--- src/rtl/mac_vector_unit.sv ---
// Multi-lane signed fixed-point dot-product MAC with a two-stage pipeline and rounded result.
// Define MAC_SATURATE_EN to clip out-of-range results and flag them on out_sat_o.
module mac_vector_unit #(
  parameter int unsigned DATA_WIDTH = 16,
  parameter int unsigned FRAC_BITS  = 8,
  parameter int unsigned LANES      = 4,
  parameter int unsigned GUARD_BITS = 8
) (
  input  logic                        clk_i,
  input  logic                        rst_ni,
  input  logic                        clear_i,
  input  logic                        in_valid_i,
  output logic                        in_ready_o,
  input  logic [LANES*DATA_WIDTH-1:0] a_i,
  input  logic [LANES*DATA_WIDTH-1:0] b_i,
  input  logic                        in_last_i,
  output logic                        out_valid_o,
  input  logic                        out_ready_i,
  output logic [DATA_WIDTH-1:0]       out_data_o,
  output logic                        out_sat_o,
  output logic [15:0]                 beat_count_o
);

  localparam int unsigned ProdWidth = 2 * DATA_WIDTH;
  localparam int unsigned AccWidth  = ProdWidth + GUARD_BITS;
  localparam logic signed [AccWidth-1:0] RoundInc = AccWidth'(1) << (FRAC_BITS - 1);
`ifdef MAC_SATURATE_EN
  localparam logic signed [AccWidth-1:0] SatMax =
      {{(AccWidth - DATA_WIDTH + 1){1'b0}}, {(DATA_WIDTH - 1){1'b1}}};
  localparam logic signed [AccWidth-1:0] SatMin =
      {{(AccWidth - DATA_WIDTH + 1){1'b1}}, {(DATA_WIDTH - 1){1'b0}}};
`endif

  typedef enum logic [1:0] {StIdle, StAccum, StDrain, StDone} state_e;

  state_e                       state_q, state_d;
  logic                         drain_q, drain_d;
  logic signed [AccWidth-1:0]   sum_q, sum_d;
  logic signed [AccWidth-1:0]   acc_q, acc_d;
  logic [DATA_WIDTH-1:0]        data_q, data_d;
  logic                         sat_q, sat_d;
  logic [15:0]                  cnt_q, cnt_d;

  logic signed [DATA_WIDTH-1:0] a_lane, b_lane;
  logic signed [ProdWidth-1:0]  prod;
  logic signed [AccWidth-1:0]   lane_sum;
  logic signed [AccWidth-1:0]   rounded, shifted;
  logic [DATA_WIDTH-1:0]        res;
  logic                         res_sat;
  logic                         accept;

  always_comb begin
    lane_sum = '0;
    a_lane   = '0;
    b_lane   = '0;
    prod     = '0;
    for (int unsigned i = 0; i < LANES; i++) begin
      a_lane   = a_i[i*DATA_WIDTH +: DATA_WIDTH];
      b_lane   = b_i[i*DATA_WIDTH +: DATA_WIDTH];
      prod     = ProdWidth'(a_lane) * ProdWidth'(b_lane);
      lane_sum = lane_sum + $signed({{GUARD_BITS{prod[ProdWidth-1]}}, prod});
    end
  end

  // Round half up, then arithmetic shift back to the operand scaling.
  always_comb begin
    rounded = acc_q + RoundInc;
    shifted = rounded >>> FRAC_BITS;
`ifdef MAC_SATURATE_EN
    if (shifted > SatMax) begin
      res     = DATA_WIDTH'(SatMax);
      res_sat = 1'b1;
    end else if (shifted < SatMin) begin
      res     = DATA_WIDTH'(SatMin);
      res_sat = 1'b1;
    end else begin
      res     = DATA_WIDTH'(shifted);
      res_sat = 1'b0;
    end
`else
    res     = DATA_WIDTH'(shifted);
    res_sat = 1'b0;
`endif
  end

  always_comb begin
    state_d     = state_q;
    drain_d     = drain_q;
    sum_d       = '0;
    acc_d       = acc_q + sum_q;
    cnt_d       = cnt_q;
    data_d      = data_q;
    sat_d       = sat_q;
    in_ready_o  = (state_q == StIdle) || (state_q == StAccum);
    out_valid_o = (state_q == StDone);
    accept      = in_valid_i && in_ready_o;

    if (clear_i) begin
      state_d = StIdle;
      drain_d = 1'b0;
      acc_d   = '0;
      cnt_d   = '0;
    end else begin
      if (accept) begin
        sum_d = lane_sum;
        if (cnt_q != 16'hFFFF) cnt_d = cnt_q + 16'd1;
      end
      unique case (state_q)
        StIdle, StAccum: begin
          if (accept) state_d = in_last_i ? StDrain : StAccum;
        end
        // First DRAIN cycle lets the last stage-2 add land; the second registers the result.
        StDrain: begin
          if (!drain_q) begin
            drain_d = 1'b1;
          end else begin
            drain_d = 1'b0;
            state_d = StDone;
            data_d  = res;
            sat_d   = res_sat;
          end
        end
        StDone: begin
          if (out_ready_i) begin
            state_d = StIdle;
            acc_d   = '0;
            cnt_d   = '0;
          end
        end
      endcase
    end
  end

  always_ff @(posedge clk_i or negedge rst_ni) begin
    if (!rst_ni) begin
      state_q <= StIdle;
      drain_q <= 1'b0;
      sum_q   <= '0;
      acc_q   <= '0;
      data_q  <= '0;
      sat_q   <= 1'b0;
      cnt_q   <= '0;
    end else begin
      state_q <= state_d;
      drain_q <= drain_d;
      sum_q   <= sum_d;
      acc_q   <= acc_d;
      data_q  <= data_d;
      sat_q   <= sat_d;
      cnt_q   <= cnt_d;
    end
  end

  assign out_data_o   = data_q;
  assign out_sat_o    = sat_q;
  assign beat_count_o = cnt_q;

endmodule

--- config.mk ---
export PLATFORM = sky130hd
export DESIGN_NAME = mac_vector_unit
export DESIGN_NICKNAME = d
export VERILOG_FILES = /design/src/rtl/mac_vector_unit.sv
export SDC_FILE = /design/constraint.sdc
export NUM_CORES = 2
export LEC_CHECK = 0
export CORE_ASPECT_RATIO = 1.2
export CORE_UTILIZATION = 42
export DETAILED_ROUTE_END_ITERATION = 10
export GPL_TIMING_DRIVEN = 0
export PLACE_DENSITY = 0.57
export REMOVE_ABC_BUFFERS = 1
export SLEW_MARGIN = 10
export SYNTH_ARGS = -nofsm -noshare
export SYNTH_HDL_FRONTEND = slang
export SYNTH_SLANG_ARGS = --single-unit
--- constraint.sdc ---
create_clock -name clk_i -period 6.4 [get_ports clk_i]
set_input_delay 1.28 -clock clk_i [delete_from_list [all_inputs] [get_ports clk_i]]
set_output_delay 1.28 -clock clk_i [all_outputs]
set_load 0.03 [all_outputs]
Word level (Yosys, flattened, before mapping)
Cells that the tools add are included.
Widths: inputs -> output; s select.
{"block": "classes", "n_eq_ne": 7, "reduce_logical": 7, "n_bitwise": 1, "mul": 4, "addsub": 6, "muxes": 19}
{"cell": "$mux 40", "n": 5}
{"cell": "$mul 16x16->32", "n": 4}
{"cell": "$mux 16", "n": 5}
{"cell": "$add 40x40->40", "n": 1}
{"cell": "$add 34x32->35", "n": 1}
{"cell": "$add 33x32->34", "n": 1}
{"cell": "$add 32x32->33", "n": 1}
{"cell": "$add 24x9->24 const B", "n": 1}
{"cell": "$add 16x1->16 const B", "n": 1}
{"cell": "$ne 16x16->1 const B", "n": 1}
{"cell": "$mux 2", "n": 5}
{"cell": "$ne 3x3->1 const B", "n": 2}
{"cell": "$pmux 2 s3", "n": 1}
{"cell": "$reduce_and 3->1", "n": 2}
{"cell": "$eq 2x2->1 const B", "n": 2}
{"cell": "$mux 1", "n": 3}
{"cell": "$ne 3x2->1 const B", "n": 1}
{"cell": "$eq 2x1->1 const B", "n": 1}
{"cell": "$logic_not 2->1", "n": 1}
{"cell": "$reduce_bool 2->1", "n": 1}
{"cell": "$reduce_or 2->1", "n": 1}
{"cell": "$logic_and 1x1->1", "n": 1}
{"cell": "$logic_or 1x1->1", "n": 1}
{"cell": "$not 1->1", "n": 1}
{"block": "word_totals", "out_inout_bits": 35, "in_bits": 134, "reg_bits": 115}

Logic depth before layout (Yosys ltp)
{"block": "depth", "depth_word": 7, "ltp_mapped": 30, "ltp_nobuf": 29}

Worst setup path before layout
OpenSTA, ideal clock, no wires.
{"block": "synth_timing", "path_type": "input -> register", "start": "in a_i[39]", "end": "reg sum_q[22]", "path_buffers": 1, "t_required_ns": 6.264, "path_stages": 26, "t_arrival_ns": 8.314, "setup_slack_ns": -2.051, "path_cell_list": "clkbuf_1 and2_1 fa_1 fa_1 inv_1 fa_1 fa_1 inv_1 fa_1 fa_1 fa_1 fa_1 fa_1 inv_1 fa_1 inv_1 ha_1 a21o_1 a21o_1 a21oi_1 o31ai_1 a31oi_1 o221ai_1 nor4_1 or3_1 a21oi_1"}
{"block": "synth_between", "elab_chain_len": 5}
{"item": "start, declared", "line": "14", "source": "input logic [LANES*DATA_WIDTH-1:0] a_i,"}
{"item": "$mul 16x16->32", "line": "60", "source": "prod = ProdWidth'(a_lane) * ProdWidth'(b_lane);"}
{"item": "$add 33x32->34", "line": "61", "source": "lane_sum = lane_sum + $signed({{GUARD_BITS{prod[ProdWidth-1]}}, prod});"}
{"item": "$add 34x32->35", "line": "61"}
{"item": "$mux 40", "line": "104", "source": "if (accept) begin"}
{"item": "$mux 40", "line": "98", "source": "if (clear_i) begin"}
{"item": "net sum_d[22]", "line": "38", "source": "logic signed [AccWidth-1:0] sum_q, sum_d;"}
{"item": "end signal, assigned", "line": "146", "source": "sum_q <= sum_d;"}
{"item": "end, declared", "line": "38"}
The timed path passes the listed nets, and every way through them passes these cells.
A chain may end at the register's enable or synchronous reset.

Worst setup path in the final report
{"block": "layout_timing", "start": "in a_i[52]", "end": "reg sum_q[19]"}
{"block": "layout_between", "elab_chain_len": 4}
{"item": "$mul 16x16->32", "line": "60"}
{"item": "$add 34x32->35", "line": "61"}
{"item": "$mux 40", "line": "104"}
{"item": "$mux 40", "line": "98"}
{"item": "net sum_d[19]", "line": "38"}
The timed path passes the listed nets, and every way through them passes these cells.

==> impl_metrics.csv <==
group,metric,value,unit
status,status,"complete, but fails checks",
status,violations,"setup timing",
placed_design,place_area,37120,um2
layout,drive_gt1_share,8.404,%
clock_tree,clock_sink_count,83,
critical_path,reg2reg_to,"acc_q[22]",
placed_design,hpwl,76870,um
layout,final_cell_mix,"inv_1, fa_1, and2_1, nand2_1, ha_1",
die,dieWidth,264.1,um
critical_path,r2r-start,"sum_q[0]",
route,vias,23430,
layout,final_nets,5003,
clock_tree,clock_path_buffers,2,
sta,tightest_slew,0.8034,ns
worst_hold_path,hold_path.startpoint,"out_data_o[0]",
route,routed_wl,88950,um
synthesis,syn_avg_cell_area,9.454,um2
grt,grt_max_degree,61,
critical_path,crit_start,"a_i[52]",
sta,setup_viol,19,
sta,rsz0062_at_grt,"true",
critical_path,timing.reg2reg.setup_slack,3.45,ns
sta,setup_ws,-2.171,ns
sta,hold_violations,0,
layout,layoutNonFillerInstCount,4792,
sta,relSlewSlack,46.30,%
route,post_drt_wl_per_cell,18.56,um
layout,final_area,38220,um2
synthesis,dominantRegCellSynth,"dfrtp_1",
die,dieArea,83590,um2
worst_hold_path,hold_class,"reg2reg",
synthesis,syn-cell-area,34620,um2
synthesis,async_flop_share,100.0,%
clock_tree,worstSkewPairLatency,0.35,ns
route,via_per_inst,4.890,
sta,fin_worst_skew,0.006075,ns
die,ios,169,
critical_path,crit_required,6.59,ns
clock_tree,cts_tree,"done",
die,rows,114,
route,firstDrtPassIters,5,
sta,finalCritPeriodShare,133.9,%
critical_path,critPathKind,"in2reg",
critical_path,reg2reg_depth,11,
route,topRoutingLayerUsed,"met4",
clock_tree,htree_num_levels,3,
die,die_y,316.5,um
route,wl_met2,50230,um
route,met1_length,33820,um
synthesis,synthesis.instances,3662,
grt,grt_pass1_vias,26510,
grt,antenna_found_initial,0,
placed_design,dp.cells,4739,
sta,slew_violations,0,
route,wl_met3,1648,um
run,drv_cap,0,
sta,fin_crit,8.571,ns
clock_tree,cts-root-buf,"clkbuf_16",
synthesis,yosysWarnings,0,
critical_path,cp_max_fo,16,
grt,grt_pass1_wl,145800,um
synthesis,ys_seq_elements,83,
layout,area_growth,10.39,%
critical_path,crit_end,"sum_q[19]",
grt,track_usage,22.76,%
route,drcViolationCount,0,
critical_path,worstPathArrival,8.76,ns
route,drtIter0Drc,975,
placed_design,numPortBuffers,167,
sta,fin_setup_tns,-30.78,ns
synthesis,ys_seq_area_share,5.999,%
synthesis,synth_cell_types,56,
route,drtAntennaViolNets,0,
grt,grt_overflow_total,0,
synthesis,synth_edf_count,0,
layout,n_antenna_cell,0,
layout,layout_commonest_cell,"inv_1",
sta,fmax,0.1167,GHz
die,core_area,81020,um2
layout,fillers,7876,
sta,finalHoldWorstSlack,0.5043,ns
placed_design,routabilityCongestion,0.8782,
clock_tree,cts.reportedPaths.clkPinSlew,0.06,ns
critical_path,startpoint_type,"input port",
clock_tree,cts_buffers,9,
die,initial_utilization,42.73,%
critical_path,end_kind,"flip-flop",
worst min path at each step:
stage	end	slack [ns]	depth (start not counted)
2_1_floorplan	drain_q	0.52	2
3_3_place_gp	out_data_o[0]	0.49	1
3_5_place_dp	out_data_o[0]	0.50	1
4_1_cts	out_data_o[0]	0.51	1
5_1_grt	out_data_o[0]	0.52	1
6_report	out_data_o[0]	0.50	1
cell type report:
cell class / instances / area (um2) / share of cell area (%)
clock buffer: 10 / 229.0 / 0.5991
clock inverter: 6 / 47.55 / 0.1244
inverter: 911 / 3423 / 8.958
multi-input combinational: 2531 / 29200 / 76.41
sequential: 83 / 2077 / 5.435
tap: 1044 / 1306 / 3.418
timing repair buffer: 207 / 1933 / 5.058
worst max-delay path: stages:
cell      delay [ns]
buf_6           0.14
and2_4          0.15
fa_1            0.51
inv_2           0.04
fa_1            0.50
inv_1           0.05
fa_1            0.49
inv_1           0.05
fa_1            0.52
fa_2            0.45
fa_1            0.53
inv_2           0.04
fa_1            0.53
fa_2            0.46
fa_1            0.49
inv_1           0.05
fa_1            0.49
inv_2           0.05
ha_4            0.16
or3_4           0.38
o211ai_1        0.18
o211ai_1        0.25
buf_4           0.23
buf_6           0.11
a221oi_2        0.22
xor2_1          0.29
nor2_1          0.10
metrics by stage:
stage                     setup slack (ns)  util (%)
after global routing                -2.342     47.17
after CTS                           -2.093     46.67
after global placement              -3.786     45.77
final                               -2.171     47.17
after detailed placement            -3.808     45.82
after floorplan                     -1.953         -
registers in the layout, summed over array words and instances (netlist names):
name / flops
acc_q: 24
beat_count_o: 16
drain_q: 1
out_data_o: 16
state_q: 2
sum_q: 24
routing by layer:
metal  GRT usage, %  up-vias
li1               -    10670
met1          26.76    12300
met2          44.48      369
met3         0.6679      103
met4          7.360        0
met5              0        -
repair_timing:
item	4_1_cts	5_1_grt
hold buffers	0	0
endpoints found under the setup margin	20	19
resized for setup	792	130
gates cloned	1	1
setup buffers	20	20
pin swaps	89	76
cell usage after synthesis (all sizes together), types with 25 or more instances:
| master | instances | area [um2] |
|---|---|---|
| fa | 871 | 17440 |
| nand2b | 25 | 156.4 |
| dfrtp | 83 | 2077 |
| nor2 | 78 | 292.8 |
| and2 | 485 | 3034 |
| nand2 | 422 | 1584 |
| xor2 | 42 | 367.9 |
| a21o | 26 | 195.2 |
| ha | 255 | 3191 |
| xnor2 | 109 | 969.7 |
| a21oi | 53 | 265.3 |
| inv | 911 | 3420 |
| clkbuf | 131 | 491.7 |
cell families (layout without fill, tap and decap cells):
group	Yosys count	after routing	synth area share [%]
buffers and inverters	1048	1134	11.38
AND/OR/NAND/NOR	1100	1100	16.18
AO/OA/AOI/OAI	147	147	2.689
multiplexers	3	3	0.09396
other	1	1	0.01083
adder cells (fa/ha/maj)	1126	1126	59.58
XOR/XNOR	154	154	4.062
flip-flops	83	83	5.999
Power is left out: the tool's default activity adds up to more than one toggle a clock period on the data nets, which glitch-free logic cannot reach.
